$ cat src/rtl/cnn_pkg.sv
// rtl/cnn_pkg.sv - shared register offsets, status bit layout and widths for the CNN result reader
package cnn_pkg;

  localparam int CNN_DATA_WIDTH = 32;

  localparam logic [1:0] CNN_RD_DATA_OFS   = 2'd0;
  localparam logic [1:0] CNN_RD_STATUS_OFS = 2'd1;

  localparam int CNN_ST_COUNT_W    = 16;
  localparam int CNN_ST_EMPTY_BIT  = 16;
  localparam int CNN_ST_FULL_BIT   = 17;
  localparam int CNN_ST_DONE_BIT   = 18;
  localparam int CNN_ST_UFLOW_BIT  = 19;
  localparam int CNN_ST_LANE_BIT   = 20;

  function automatic logic [63:0] cnn_status_word(
    input logic [CNN_ST_COUNT_W-1:0] count,
    input logic                      empty,
    input logic                      full,
    input logic                      done,
    input logic                      underflow,
    input logic                      lane
  );
    logic [63:0] w;
    w = '0;
    w[CNN_ST_COUNT_W-1:0] = count;
    w[CNN_ST_EMPTY_BIT]   = empty;
    w[CNN_ST_FULL_BIT]    = full;
    w[CNN_ST_DONE_BIT]    = done;
    w[CNN_ST_UFLOW_BIT]   = underflow;
    w[CNN_ST_LANE_BIT]    = lane;
    return w;
  endfunction

endpackage

$ cat src/rtl/result_buffer.sv
// rtl/result_buffer.sv - DEPTH-entry circular store of packed result words with push/pop/count
module result_buffer #(
  parameter  int DEPTH = 16,
  parameter  int WIDTH = 64,
  localparam int AW    = $clog2(DEPTH),
  localparam int CW    = AW + 1
) (
  input  logic             clk_i,
  input  logic             rstn_i,
  input  logic             push_i,
  input  logic [WIDTH-1:0] push_data_i,
  input  logic             pop_i,
  output logic [WIDTH-1:0] head_o,
  output logic             full_o,
  output logic             empty_o,
  output logic [CW-1:0]    count_o,
  output logic [CW-1:0]    count_next_o
);

  logic [WIDTH-1:0] mem_q [DEPTH];
  logic [AW-1:0]    wr_ptr_q, rd_ptr_q;
  logic [CW-1:0]    count_q, count_d;
  logic             do_push, do_pop;

  assign full_o       = (count_q == CW'(DEPTH));
  assign empty_o      = (count_q == '0);
  assign count_o      = count_q;
  assign count_next_o = count_d;
  assign head_o       = mem_q[rd_ptr_q];

  // A full store refuses pushes even when a pop frees a slot this cycle.
  assign do_push = push_i & ~full_o;
  assign do_pop  = pop_i & ~empty_o;

  always_comb begin
    count_d = count_q;
    case ({do_push, do_pop})
      2'b10:   count_d = count_q + CW'(1);
      2'b01:   count_d = count_q - CW'(1);
      default: count_d = count_q;
    endcase
  end

  always_ff @(posedge clk_i) begin
    if (!rstn_i) begin
      wr_ptr_q <= '0;
      rd_ptr_q <= '0;
      count_q  <= '0;
    end else begin
      if (do_push) wr_ptr_q <= wr_ptr_q + AW'(1);
      if (do_pop)  rd_ptr_q <= rd_ptr_q + AW'(1);
      count_q <= count_d;
    end
  end

  always_ff @(posedge clk_i) begin
    if (do_push) mem_q[wr_ptr_q] <= push_data_i;
  end

endmodule

$ cat src/rtl/cnn_result_reader.sv
// rtl/cnn_result_reader.sv - packs 32-bit result stream into 64-bit words served as bus reads
// Optional interrupt output enabled by defining CNN_RD_IRQ_EN.
module cnn_result_reader
  import cnn_pkg::*;
#(
  parameter int BUS_ADDR_WIDTH = 32,
  parameter int BUS_DATA_WIDTH = 64,
  parameter int DATA_WIDTH     = CNN_DATA_WIDTH,
  parameter int DEPTH          = 16
) (
  input  logic                      clkIn,
  input  logic                      rstIn,
  input  logic [DATA_WIDTH-1:0]     dataIn,
  input  logic                      validIn,
  input  logic                      lastIn,
  output logic                      readyOut,
  input  logic                      rdEnIn,
  input  logic [BUS_ADDR_WIDTH-1:0] addrIn,
  output logic [BUS_DATA_WIDTH-1:0] rdDataOut,
  output logic                      rdAckOut
`ifdef CNN_RD_IRQ_EN
  ,
  output logic                      irqOut
`endif
);

  localparam int CW = $clog2(DEPTH) + 1;

  logic                      lane_q, lane_d;
  logic [DATA_WIDTH-1:0]     hold_q, hold_d;
  logic                      done_q, done_d;
  logic                      uflow_q, uflow_d;
  logic                      ready_q, ack_q;
  logic [BUS_DATA_WIDTH-1:0] rdata_q, rdata_d;

  logic                      accept, push, push_last, pop;
  logic [BUS_DATA_WIDTH-1:0] push_word, head;
  logic                      full, empty;
  logic [CW-1:0]             count, count_next;
  logic [1:0]                reg_sel;
  logic                      data_rd, status_rd;
  logic                      unused_addr;

  assign reg_sel     = addrIn[4:3];
  assign unused_addr = ^{addrIn[BUS_ADDR_WIDTH-1:5], addrIn[2:0]};
  assign data_rd     = rdEnIn && (reg_sel == CNN_RD_DATA_OFS);
  assign status_rd   = rdEnIn && (reg_sel == CNN_RD_STATUS_OFS);
  assign accept      = validIn & ready_q;
  assign pop         = data_rd & ~empty;

  // Lane 0 parks the element; a lone last element is flushed zero-padded.
  always_comb begin
    lane_d    = lane_q;
    hold_d    = hold_q;
    push      = 1'b0;
    push_last = 1'b0;
    push_word = '0;
    if (accept) begin
      if (lane_q) begin
        push      = 1'b1;
        push_last = lastIn;
        push_word = {dataIn, hold_q};
        lane_d    = 1'b0;
      end else if (lastIn) begin
        push      = 1'b1;
        push_last = 1'b1;
        push_word = {{DATA_WIDTH{1'b0}}, dataIn};
      end else begin
        hold_d = dataIn;
        lane_d = 1'b1;
      end
    end
  end

  always_comb begin
    rdata_d = rdata_q;
    done_d  = done_q;
    uflow_d = uflow_q;
    if (rdEnIn) begin
      case (reg_sel)
        CNN_RD_DATA_OFS:   rdata_d = empty ? '0 : head;
        CNN_RD_STATUS_OFS: rdata_d = cnn_status_word(CNN_ST_COUNT_W'(count), empty, full,
                                                     done_q, uflow_q, lane_q);
        default:           rdata_d = '0;
      endcase
    end
    if (push && push_last)      done_d = 1'b1;
    else if (status_rd && empty) done_d = 1'b0;
    if (data_rd && empty)       uflow_d = 1'b1;
    else if (status_rd)         uflow_d = 1'b0;
  end

  always_ff @(posedge clkIn) begin
    if (!rstIn) begin
      lane_q  <= 1'b0;
      hold_q  <= '0;
      done_q  <= 1'b0;
      uflow_q <= 1'b0;
      ready_q <= 1'b0;
      ack_q   <= 1'b0;
      rdata_q <= '0;
    end else begin
      lane_q  <= lane_d;
      hold_q  <= hold_d;
      done_q  <= done_d;
      uflow_q <= uflow_d;
      ready_q <= (count_next != CW'(DEPTH));
      ack_q   <= rdEnIn;
      rdata_q <= rdata_d;
    end
  end

  assign readyOut  = ready_q;
  assign rdAckOut  = ack_q;
  assign rdDataOut = rdata_q;

`ifdef CNN_RD_IRQ_EN
  logic irq_q;
  always_ff @(posedge clkIn) begin
    if (!rstIn) irq_q <= 1'b0;
    else        irq_q <= done_q | (count >= CW'(DEPTH / 2));
  end
  assign irqOut = irq_q;
`endif

  result_buffer #(
    .DEPTH (DEPTH),
    .WIDTH (BUS_DATA_WIDTH)
  ) u_buf (
    .clk_i        (clkIn),
    .rstn_i       (rstIn),
    .push_i       (push),
    .push_data_i  (push_word),
    .pop_i        (pop),
    .head_o       (head),
    .full_o       (full),
    .empty_o      (empty),
    .count_o      (count),
    .count_next_o (count_next)
  );

endmodule

$ cat config.mk
export PLATFORM = sky130hd
export DESIGN_NAME = cnn_result_reader
export DESIGN_NICKNAME = d
export VERILOG_FILES = /design/src/rtl/cnn_pkg.sv /design/src/rtl/result_buffer.sv /design/src/rtl/cnn_result_reader.sv
export SDC_FILE = /design/constraint.sdc
export NUM_CORES = 1
export LEC_CHECK = 0
export ABC_CLOCK_PERIOD_IN_PS = 9600
export CORE_UTILIZATION = 40
export DETAILED_ROUTE_END_ITERATION = 6
export GPL_TIMING_DRIVEN = 1
export PLACE_DENSITY_LB_ADDON = 0.1
export SLEW_MARGIN = 20
export SYNTH_ARGS = -nofsm -noshare
export SYNTH_HDL_FRONTEND = slang
export SYNTH_HIERARCHICAL = 1
export SYNTH_SLANG_ARGS = --single-unit
$ cat constraint.sdc
create_clock -name clkIn -period 9.6 [get_ports clkIn]
set_clock_uncertainty 0.1 [all_clocks]
set_input_delay 1.92 -clock clkIn [delete_from_list [all_inputs] [get_ports clkIn]]
set_output_delay 1.92 -clock clkIn [all_outputs]
set_load 0.01 [all_outputs]
After elaboration in Yosys (flattened, before gate mapping) --
Memory sizes are Yosys's and may differ from the RTL's. A register that Yosys moved wholly into a read port is not among the register bits. Cells that the tools add are included.
Word-level totals: RAM bits 1024, input port bits 69, memories 1, output and inout port bits 66, logic and storage cells 59, bits in registers 114
Cells by class: add/subtract/negate cells 4, equality and inequality tests 5, bitwise operators 8, reductions and logical operators 10, muxes and demuxes 21
Memory list:
- u_buf.mem_q | depth 16, bits a word 64, read ports 1, clocked after Yosys merged registers in 1, write ports 1, line result_buffer.sv:20 | logic [WIDTH-1:0] mem_q [DEPTH];
Operator list (number):
- 64-bit two-way mux | 3
- 64-bit one-hot mux with 2 select lines | 1
- 32-bit two-way mux | 1
- 1-bit two-way mux | 13
- 5-bit one-hot mux with 2 select lines | 1
- 4-bit by 1-bit adder with 4-bit output, second input constant | 2
- 4-bit two-way mux | 2
- 5-bit by 1-bit adder with 5-bit output, second input constant | 1
- 5-bit == test, second input constant | 1
- 1-bit logical AND | 5
- 5-bit zero test | 1
- 5-bit inequality test, second input constant | 1
- 5-bit by 1-bit subtractor with 5-bit output, second input constant | 1
- 1-bit AND | 4
- 2-bit by 1-bit == test with 1-bit output, second input constant | 2
- 1-bit NOT | 4
- 2-bit nonzero test | 2
- 3-bit AND reduction | 1
- 2-bit == test, second input constant | 1
- 2-bit zero test | 1

Logic depth before layout (Yosys ltp) --
depth after elaboration 7, depth in mapped cells 18, depth with buffers taken out 14

By module --
The synthesis kept the hierarchy.
Modules (own cells, without submodules):
- result_buffer | instances 1, area an instance 39255.1 um^2, cells an instance 1684, sequential area each 31089.8 um^2
- cnn_result_reader | instances 1, area an instance 4380.5 um^2, cells an instance 533, sequential area each 2021.9 um^2

Worst setup path before layout --
Ideal clock, no wire load.
path type input to register, start input validIn, end memory u_buf.mem_q[0][0], enable pin, setup time 0.644 ns, path buffers 2, path slack -0.151 ns, data required time 8.856 ns, stages 8, data arrival time 9.007 ns, cell sequence and2_1 clkbuf_1 clkbuf_1 nand2_1 nand2_1 a21boi_2 inv_2 nor4_1
On the way: word-level cells in the longest chain between the ends 5
RTL lines:
- from (decl) | line cnn_result_reader.sv:14 | input logic validIn,
- 1-bit AND | line cnn_result_reader.sv:48 | assign accept = validIn & ready_q;
- 1-bit two-way mux | line cnn_result_reader.sv:58 | if (accept) begin
- net push | line cnn_result_reader.sv:36 | logic accept, push, push_last, pop;
- 1-bit AND | line result_buffer.sv:32 | assign do_push = push_i & ~full_o;
- 1-bit two-way mux | line result_buffer.sv:57 | if (do_push) mem_q[wr_ptr_q] <= push_data_i;
- 1-bit two-way mux (not written as such) | line result_buffer.sv:57
- to (decl) | line result_buffer.sv:20
The timed path passes the listed nets, and every way through them passes these cells.

Worst setup path in the final report --
start input validIn, end memory u_buf.mem_q[10][13], enable pin
The elaborated chain is that of the path after synthesis.

==> results.cfg <==
[cells_and_area]
final_common_cell = edfxtp_1
nets = 2430
insertedDiodeCount = 0
post-route-cell-area_mm2 = 0.0503
post_route_cells_drive_above_1_share_pct = 22.1
post_layout_nonfiller_instances = 3861
area_growth_syn_to_layout_pct = 15.3
final_cell_mix = edfxtp_1, mux4_2, a22oi_1

[floorplanning]
rows = 120
die_h_um = 332
horizontal_die_dimension_um = 332
top_level_ports = 135
starting_utilization_of_the_core_area_pct = 40.5
dieArea_mm2 = 0.110
placeableCoreArea_mm2 = 0.108

[grt]
antenna_found_initial = 8
gr-usage-all-layers_pct = 20.5
grt_remaining_overflow = 0
grt_pass1_wl_mm = 162
largest_net_degree_at_the_start_of_global_routing = 135
first_global_vias = 23300

[clocking]
cts_resized = 0
tritoncts = yes
cts-buffers-inserted = 119
insertion_delay_ns = 0.69
holdBufCountCts = 0
post_cts_buffers = 0
clock_tree.buffer_depth = 3
clock_sink_count = 1142
cts.reportedPaths.clkPinSlew_ns = 0.06
h-tree-depth = 3
cts_root_buffer = clkbuf_16

[route]
wire_per_inst_um = 29.1
post-route-drc-count = 0
routed-via-count = 22000
drt-pass1-iter-count = 6
via_per_inst = 5.69
finalWirelength_mm = 112
drt_iter0_drc = 1870
route.antenna.remaining_nets = 0

[logic_synthesis]
area_of_the_mapped_netlist_mm2 = 0.0436
warning_count_from_the_yosys_run = 6
post_synth_inst_count = 2217
synth_fp_nets = 2294
asyncSetResetFlopFracSynth_pct = 0
synth_edf_count = 1024
synth.yosys.seq_area_share_pct = 75.9
ys_dominant_reg_cell = edfxtp_1
post_synth_num_cell_types = 46
synthesized_flop_and_latch_total = 1142
syn_area_per_cell_um2 = 19.7

[worst_setup_path]
largest_delay_share_family_worst_path = simple AND/OR/NAND/NOR gates
cp_data_required_time_ns = 9.84
critical_path_arrival_ns = 5.82
timing.reg2reg.setup_slack_ns = 5.35
critical_path_cell_by_cell = clkdlybuf4s50_1 > and2_2 > nand2_1 > nand2_1 > a21boi_2 > inv_2 > nor3b_1 > and2_4 > buf_4
critical_path_class = in2reg
end_kind = flip-flop
crit_path_max_fanout = 45
critical-path-slowest-cell = and2_4
cp_num_buf_inv = 3
cpPeakStageDelay_ns = 0.87
timing.critical_path.from_type = primary input
crit_path_frequent_cell = nand2_1

[sta]
final_cycle_utilization_of_the_critical_path_pct = 58.1
clock.fmax_mhz = 179
hold_viol = 0
setup_viol = 0
rsz0062_at_grt = no
timing_max_transition_violations_final = 0
max-slew-margin-rel_pct = 26.2
tns_ns = 0
worst_pin_slew_ns = 1.11
layout_min_cycle_time_ns = 5.58
post-route-worst-setup-slack_ns = 4.02

[power]
ir_drop_uv = 177
power_consumption_w = 0.0103
power-per-cell-area_mw_per_mm2 = 204
pleak_nw = 16.5

[place]
preCtsSetupSlack_ns = 3.33
placed_cells = 3634
dpl_cell_area_mm2 = 0.0462
placement.io_buffers = 104
place_hpwl_mm = 60.5
gp_congestion = 0.788

[job]
drv_cap = 0

[status]
outcome = finished, final reports clean

[min_path]
worst_hold_path_type = reg2reg
## routing by layer
layer | vias up | part of all wire [%] | GRT usage [%]
met2 | 632 | 47 | 32.0
met1 | 11900 | 45 | 29.4
met3 | 141 | 6.2 | 4.27
li1 | 9328 | - | -
met4 | 10 | 1.7 | 5.01
met5 | - | 0.061 | 0
## through the flow
stage | util (%) | hold slack [ns]
4_1_cts | 46.7 | 0.355
2_1_floorplan | - | 0.335
3_5_place_dp | 42.9 | 0.347
3_3_place_gp | 42.9 | 0.341
6_report | 46.7 | 0.358
5_1_grt | 46.7 | 0.371
## registers in the layout, indices dropped and copies added, names as in the netlist, named ones only
| name | cells |
|---|---|
| u_buf/wr_ptr_q | 4 |
| lane_q | 1 |
| done_q | 1 |
| hold_q | 32 |
| uflow_q | 1 |
| u_buf/count_o | 5 |
| u_buf/mem_q | 1024 |
| readyOut | 1 |
| rdDataOut | 64 |
| rdAckOut | 1 |
| u_buf/rd_ptr_q | 4 |
## worst reg2reg max path, delay by kind of cell, from the launching register on
family,cells,cell delay [ns]
compound gates,1,0.28
buf+inv,2,0.78
flops,1,0.41
simple gates,5,2.30
## worst paths after layout
check                                                      to                     from  depth (start not counted)
worst min-delay path                  hold_q[30]$_SDFFE_PN0P_  hold_q[30]$_SDFFE_PN0P_                          2
worst max-delay path            u_buf/mem_q[10][13]$_DFFE_PP_                  validIn                          9
worst min register to register        hold_q[30]$_SDFFE_PN0P_  hold_q[30]$_SDFFE_PN0P_                          2
worst max register to register  u_buf/mem_q[10][13]$_DFFE_PP_      readyOut$_SDFF_PN0_                          8
## cell type report
class                      count  area (µm²)
multi-input combinational    917        9870
clock inverter                67         677
clock buffer                 159        3340
fill                        8981       57300
sequential                  1142       33100
timing repair buffer         161        1500
inverter                      12        46.3
tap                         1403        1760
## where the power goes
group          leakage, nW  internal, W  switching [W]
logic                 3.46    0.0000600       0.000134
registers             11.0      0.00538      0.0000101
clock network         1.98      0.00280        0.00187
## cells in the mapped netlist (2+ instances only)
cell type | instances | area [µm²]
inv_1 | 10 | 37.5
nor2_1 | 72 | 270
a21oi_1 | 48 | 240
clkbuf_1 | 75 | 282
xnor2_1 | 7 | 61.3
a222oi_1 | 9 | 90.1
nand2_1 | 175 | 657
buf_6 | 18 | 203
mux2i_1 | 4 | 40.0
nor3b_1 | 3 | 22.5
a311oi_1 | 2 | 17.5
nand3b_1 | 32 | 240
dfxtp_1 | 118 | 2360
a21boi_1 | 19 | 143
nor2b_1 | 5 | 31.3
o21ai_0 | 2 | 10.0
nor3_1 | 5 | 25.0
edfxtp_1 | 1024 | 30700
inv_2 | 2 | 7.51
a22oi_1 | 182 | 1370
a21boi_0 | 6 | 45.0
nand2b_1 | 3 | 18.8
nor4_1 | 7 | 43.8
buf_1 | 12 | 45.0
xor2_1 | 3 | 26.3
buf_4 | 15 | 113
mux4_2 | 256 | 5770
buf_2 | 26 | 130
and3_1 | 32 | 200
nand3_1 | 3 | 15.0
ha_1 | 8 | 100
o21a_1 | 3 | 22.5
and2_1 | 18 | 113
## cells by family (layout without fill, tap and decap cells)
group / Yosys count / in the layout / share of synthesized area [%]
AOI/OAI and AO/OA: 277 / 277 / 4.56
DFF: 1142 / 1142 / 75.9
buffers and inverters: 158 / 399 / 1.87
xor gates and xnor gates: 10 / 10 / 0.201
muxes: 261 / 261 / 13.3
adders and majority gates: 8 / 8 / 0.229
and+or+nand+nor: 361 / 361 / 3.92
Power figures use the tool's default switching activity.
